**src/rtl/streaming_best_gain_selector.sv**
```systemverilog
// Keeps the highest-gain candidate of each batch (earliest wins ties unless STREAMING_BEST_GAIN_RANDOM_TIE_EN selects an LFSR coin flip).
// Result valid 1 cycle after the last beat; out_ready stays low while a result is held until in_result_ready.
module streaming_best_gain_selector #(
  parameter int          MAXIMUM_BIT_WIDTH_OF_CLAUSES_INDEX          = 2,
  parameter int          MAXIMUM_BIT_WIDTH_OF_INTEGER_VARIABLE       = 4,
  parameter int          MAXIMUM_BIT_WIDTH_OF_INTEGER_VARIABLE_INDEX = 1,
  parameter int          MAXIMUM_BIT_WIDTH_OF_BOOLEAN_VARIABLE_INDEX = 1,
  parameter int          MAXIMUM_BIT_WIDTH_OF_CANDIDATE_INDEX        = 2,
  parameter logic [15:0] LFSR_SEED                                   = 16'hACE1
) (
  input  logic in_clk,
  input  logic in_reset,
  input  logic in_valid,
  output logic out_ready,
  input  logic in_last,
  input  logic [MAXIMUM_BIT_WIDTH_OF_CLAUSES_INDEX:0] in_gain,
  input  logic [MAXIMUM_BIT_WIDTH_OF_INTEGER_VARIABLE*(2**MAXIMUM_BIT_WIDTH_OF_INTEGER_VARIABLE_INDEX)-1:0] in_integer_assignment,
  input  logic [(2**MAXIMUM_BIT_WIDTH_OF_BOOLEAN_VARIABLE_INDEX)-1:0] in_boolean_assignment,
  output logic out_valid,
  input  logic in_result_ready,
  output logic [MAXIMUM_BIT_WIDTH_OF_CLAUSES_INDEX:0] out_best_gain,
  output logic [MAXIMUM_BIT_WIDTH_OF_INTEGER_VARIABLE*(2**MAXIMUM_BIT_WIDTH_OF_INTEGER_VARIABLE_INDEX)-1:0] out_best_integer_assignment,
  output logic [(2**MAXIMUM_BIT_WIDTH_OF_BOOLEAN_VARIABLE_INDEX)-1:0] out_best_boolean_assignment,
  output logic [MAXIMUM_BIT_WIDTH_OF_CANDIDATE_INDEX-1:0] out_best_index,
  output logic out_overflow
);
  localparam int GW = MAXIMUM_BIT_WIDTH_OF_CLAUSES_INDEX + 1;
  localparam int IW = MAXIMUM_BIT_WIDTH_OF_INTEGER_VARIABLE * (2**MAXIMUM_BIT_WIDTH_OF_INTEGER_VARIABLE_INDEX);
  localparam int BW = 2**MAXIMUM_BIT_WIDTH_OF_BOOLEAN_VARIABLE_INDEX;
  localparam int CW = MAXIMUM_BIT_WIDTH_OF_CANDIDATE_INDEX;
  localparam logic [CW-1:0] LAST_POS = '1;

  // A zero seed would lock the LFSR at zero forever.
  if (LFSR_SEED == 16'h0) begin : g_seed_check
    $error("LFSR_SEED must be nonzero");
  end

  typedef enum logic [1:0] {IDLE, ACCUM, HOLD} state_t;

  state_t        state_q, state_d;
  logic [GW-1:0] best_gain_q, best_gain_d;
  logic [IW-1:0] best_int_q, best_int_d;
  logic [BW-1:0] best_bool_q, best_bool_d;
  logic [CW-1:0] best_idx_q, best_idx_d;
  logic [CW-1:0] pos_q, pos_d;
  logic          overflow_q, overflow_d;

  logic          accept;
  logic          beat_last;
  logic          take;
  logic          tie_win;
  logic [CW-1:0] cur_pos;

`ifdef STREAMING_BEST_GAIN_RANDOM_TIE_EN
  logic [15:0] lfsr_q, lfsr_d;

  always_comb begin
    lfsr_d = lfsr_q;
    if (accept) begin
      lfsr_d = {lfsr_q[14:0], lfsr_q[15] ^ lfsr_q[13] ^ lfsr_q[12] ^ lfsr_q[10]};
    end
  end

  always_ff @(posedge in_clk or negedge in_reset) begin
    if (!in_reset) lfsr_q <= LFSR_SEED;
    else           lfsr_q <= lfsr_d;
  end

  assign tie_win = lfsr_q[0];
`else
  assign tie_win = 1'b0;
`endif

  assign out_ready = (state_q != HOLD);
  assign accept    = in_valid && out_ready;
  // The first beat of a batch always sits at position 0, whatever pos_q holds.
  assign cur_pos   = (state_q == IDLE) ? '0 : pos_q;
  assign beat_last = in_last || (cur_pos == LAST_POS);
  assign take      = (state_q == IDLE) || (in_gain > best_gain_q) ||
                     ((in_gain == best_gain_q) && tie_win);

  always_comb begin
    state_d     = state_q;
    best_gain_d = best_gain_q;
    best_int_d  = best_int_q;
    best_bool_d = best_bool_q;
    best_idx_d  = best_idx_q;
    pos_d       = pos_q;
    overflow_d  = overflow_q;
    case (state_q)
      IDLE, ACCUM: begin
        if (accept) begin
          if (take) begin
            best_gain_d = in_gain;
            best_int_d  = in_integer_assignment;
            best_bool_d = in_boolean_assignment;
            best_idx_d  = cur_pos;
          end
          pos_d = cur_pos + 1'b1;
          if (beat_last) begin
            state_d    = HOLD;
            overflow_d = !in_last;
          end else begin
            state_d = ACCUM;
          end
        end
      end
      HOLD: begin
        if (in_result_ready) begin
          state_d = IDLE;
          pos_d   = '0;
        end
      end
      default: state_d = IDLE;
    endcase
  end

  always_ff @(posedge in_clk or negedge in_reset) begin
    if (!in_reset) begin
      state_q     <= IDLE;
      best_gain_q <= '0;
      best_int_q  <= '0;
      best_bool_q <= '0;
      best_idx_q  <= '0;
      pos_q       <= '0;
      overflow_q  <= 1'b0;
    end else begin
      state_q     <= state_d;
      best_gain_q <= best_gain_d;
      best_int_q  <= best_int_d;
      best_bool_q <= best_bool_d;
      best_idx_q  <= best_idx_d;
      pos_q       <= pos_d;
      overflow_q  <= overflow_d;
    end
  end

  // The running best stays hidden until the batch is closed.
  assign out_valid                   = (state_q == HOLD);
  assign out_best_gain               = out_valid ? best_gain_q : '0;
  assign out_best_integer_assignment = out_valid ? best_int_q  : '0;
  assign out_best_boolean_assignment = out_valid ? best_bool_q : '0;
  assign out_best_index              = out_valid ? best_idx_q  : '0;
  assign out_overflow                = out_valid & overflow_q;
endmodule

```
**config.mk**
```make
export PLATFORM = sky130hd
export DESIGN_NAME = streaming_best_gain_selector
export DESIGN_NICKNAME = d
export VERILOG_FILES = /design/src/rtl/streaming_best_gain_selector.sv
export SDC_FILE = /design/constraint.sdc
export NUM_CORES = 1
export LEC_CHECK = 0
export CAP_MARGIN = 40
export CORE_UTILIZATION = 55
export CTS_CLUSTER_DIAMETER = 40
export DETAILED_ROUTE_END_ITERATION = 10
export DONT_BUFFER_PORTS = 1
export PLACE_DENSITY = 0.7
export SETUP_SLACK_MARGIN = 0.1
export SYNTH_ARGS = -nofsm -noshare
export SYNTH_HDL_FRONTEND = slang
export SYNTH_SLANG_ARGS = --single-unit
export TNS_END_PERCENT = 50
```
**constraint.sdc**
```tcl
create_clock -name in_clk -period 1.6 [get_ports in_clk]
set_clock_uncertainty 0.2 [all_clocks]
set_input_delay 0.24 -clock in_clk [delete_from_list [all_inputs] [get_ports in_clk]]
set_output_delay 0.24 -clock in_clk [all_outputs]
set_load 0.01 [all_outputs]
```
==> reports/metrics.csv <==
stage,metric,value,unit
outcome,outcome,"finished, violations left",
outcome,failing checks,negative setup slack,
power,worst vdd ir,1.21,mV
power,pwr dens,1710,mW/mm2
route,via count,1399,
logic_synthesis,mapped cell area,0.00139,mm2
global_route,met2 Use GR,49.6,%
layout,Layout area overhead,36.9,%
global_route,Global Route met3 Usage,4.35,%
timing,Slew Limit Fails,0,
logic_synthesis,Post-Syn Area per Cell,8.98,um2
route,drt wl/cell,18.7,um
worst_setup_path,Crit Reg-Reg Endpoint,best_int_q[1],
worst_setup_path,CP endpoint,best_int_q[1],
layout,post-route cell area,0.00190,mm2
route,total detailed-routing wirelength,4.05,mm
worst_setup_path,WP buf/inv,2,
clock_tree,CTS tree,yes,
clock_tree,Clock Latency Late Sink,0.30,ns
worst_setup_path,CP Launch Point,best_gain_q[1],
worst_setup_path,r2r setup slk,-0.21,ns
route,Via-to-Cell Ratio,6.45,
place,cell total after placement,187,
clock_tree,CTS Buffer Depth,2,
route,DR DRC count,0,
global_route,initial antenna violation count,0,
global_route,wire length of the first global-routing pass,5.87,mm
timing,Final min period,1.81,ns
clock_tree,CTS sink cnt,20,
die,core region area,0.00230,mm2
die,IO Pins,36,
logic_synthesis,Yosys top cell by area,dfrtp_1,
worst_setup_path,Reg-to-Reg Start,best_gain_q[1],
global_route,largest net degree at the start of global routing,31,
run,total of max-cap violations,0,
timing,Setup TNS,-3.21,ns
logic_synthesis,Yosys reg bits,20,
clock_tree,Clock Root Buffer,clkbuf_4,
layout,most frequent cells in the layout,"dfrtp_1 (19), buf_4 (19), o211ai_1 (17), dlygate4sd3_1 (17), nand3_1 (16)",
clock_tree,Worst-path clk slew,0.12,ns
place,Final Wtd Congestion,0.803,
timing,RSZ-0062 raised after global routing,true,
logic_synthesis,Synth top area share,36.0,%
worst_setup_path,crit-path max FO,7,
die,full die area,0.00273,mm2
worst_setup_path,Crit. End Element,flip-flop,
worst_setup_path,worst path cell trace,inv_2 -> ha_4 -> nor2b_4 -> o31ai_4 -> clkbuf_16 -> o211ai_1 -> nand3_1,
layout,fraction of layout cells with a size suffix above 1,32.3,%
timing,maximum clock frequency,553,MHz
timing,Hold Fails Final Rpt,0,
layout,final cell count without fillers,217,
worst_setup_path,Crit path largest cell delay,0.41,ns
logic_synthesis,Post-Syn Instances,155,
die,die height,52.3,um
logic_synthesis,Synth Warn #,0,
timing,final setup margin,-0.207,ns
global_route,busiest grt layer,met2,
timing,worst slew pin tran,0.333,ns
timing,period utilisation layout,113,%
global_route,met1 Use GR,37.7,%
die,Initial Util,60.6,%
timing,Worst Hold Margin,0.0293,ns
place,Detailed Place HPWL,2.31,mm
global_route,total grt overflow,0,
worst_setup_path,Critical Path RT,1.64,ns
worst_setup_path,Critical Path Stages,7,
timing,# setup viols final,31,
layout,Ant. Diodes,0,
clock_tree,CTS Buf Count,3,
worst_setup_path,crit-path leading delay family,flip-flops,
worst_setup_path,Worst Reg-to-Reg Cells,7,
logic_synthesis,Synth area leaders,"dfrtp_1 (36%), o211ai_1 (9.2%), nor3b_1 (6.5%)",
place,Placement Cell Area,0.00146,mm2
layout,Layout Utilization,82.9,%
die,Die W,52.3,um
worst_setup_path,Critical Path Start Type,flip-flop,
worst_setup_path,crit path kind,flip-flop to flip-flop,
route,drt pass-1 iters,4,
layout,fin nets,213,
worst_setup_path,CP max stage cell,dfrtp_1,
place,pre-CTS WS,-0.324,ns
worst_setup_path,CP arrival,1.85,ns
global_route,Total GRT Usage,29.3,%
route,Iter 0 DRT Violations,46,
logic_synthesis,"Seq/Total Area, Yosys",36.0,%
place,IO Port Bufs,0,
power,LEAKAGE,0.786,nW
logic_synthesis,post-synthesis net count,177,
clock_tree,H-tree depth,1,
worst_hold_path,HP Class,primary input to asynchronous set/reset pin,
logic_synthesis,Yosys cell types,26,
route,Routed Antenna Nets,0,
power,total power,3.26,mW
timing,Rel. slew slack,77.8,%
die,Core Rows,17,
global_route,vias in the first global route,1312,
-- registers in the layout (all words and copies together), names as in the netlist --
register,flops
best_bool_q,2
best_gain_q,3
best_idx_q,2
best_int_q,8
overflow_q,1
pos_q,2
state_q,2
-- cells by family (layout without fill, tap and decap cells) --
kind of cell,Yosys count,in the layout,synth area share (%)
DFF,20,20,36.0
muxes,1,1,0.719
AOI/OAI and AO/OA,38,38,19.0
and+or+nand+nor,73,73,31.9
buffers and inverters,19,53,8.81
adders and majority gates,4,4,3.60
-- synthesized netlist by cell type (all sizes together) --
library cell	n
dfrtp	20
nand3	17
o211ai	17
a21oi	15
and2	14
buf	14
nand4	13
nor3b	12
nand2	6
nor2	5
ha	4
inv	4
nand2b	2
nor2b	2
o21a	2
clkbuf	1
mux2i	1
nor3	1
o211a	1
o22ai	1
o31a	1
o31ai	1
or2	1
-- worst min-delay path by stage --
stage | end | depth (start not counted) | slack, ns
after global placement | best_bool_q[1] | 0 | -0.26
final | best_gain_q[0] | 1 | 0.03
after detailed placement | best_int_q[7] | 0 | -0.26
after global routing | best_gain_q[0] | 1 | 0.02
after CTS | best_int_q[5] | 3 | 0.04
after floorplan | best_bool_q[0] | 0 | -0.26
-- metal layers --
| layer | vias to the layer above | wire length [um] |
|---|---|---|
| li1 | 637 | - |
| met1 | 693 | 1660 |
| met2 | 59 | 2070 |
| met3 | 10 | 240 |
| met4 | 0 | 75 |
| met5 | - | 0 |
-- final cells by class --
cell class | count | area, um2
multi-input combinational | 116 | 876
fill | 141 | 393
timing repair buffer | 46 | 452
clock buffer | 3 | 22.5
sequential | 20 | 502
inverter | 4 | 17.5
tap | 28 | 35.0
-- where the power goes --
part	internal (mW)	total [mW]	switching, mW	leakage, nW
sequential	0.732	0.912	0.180	0.241
clock	0.0876	0.244	0.157	0.0138
combinational	1.06	2.11	1.05	0.531
-- timing repair --
action                                  in CTS  in global routing
pin swaps                                   24                 23
buffers inserted                             3                  3
endpoints found under the setup margin      34                 35
gates resized for setup                     10                 30
endpoints found under the hold margin       38                  0
hold buffers                                17                  0
gates cloned                                 1                  2
Power figures use the tool's default switching activity.
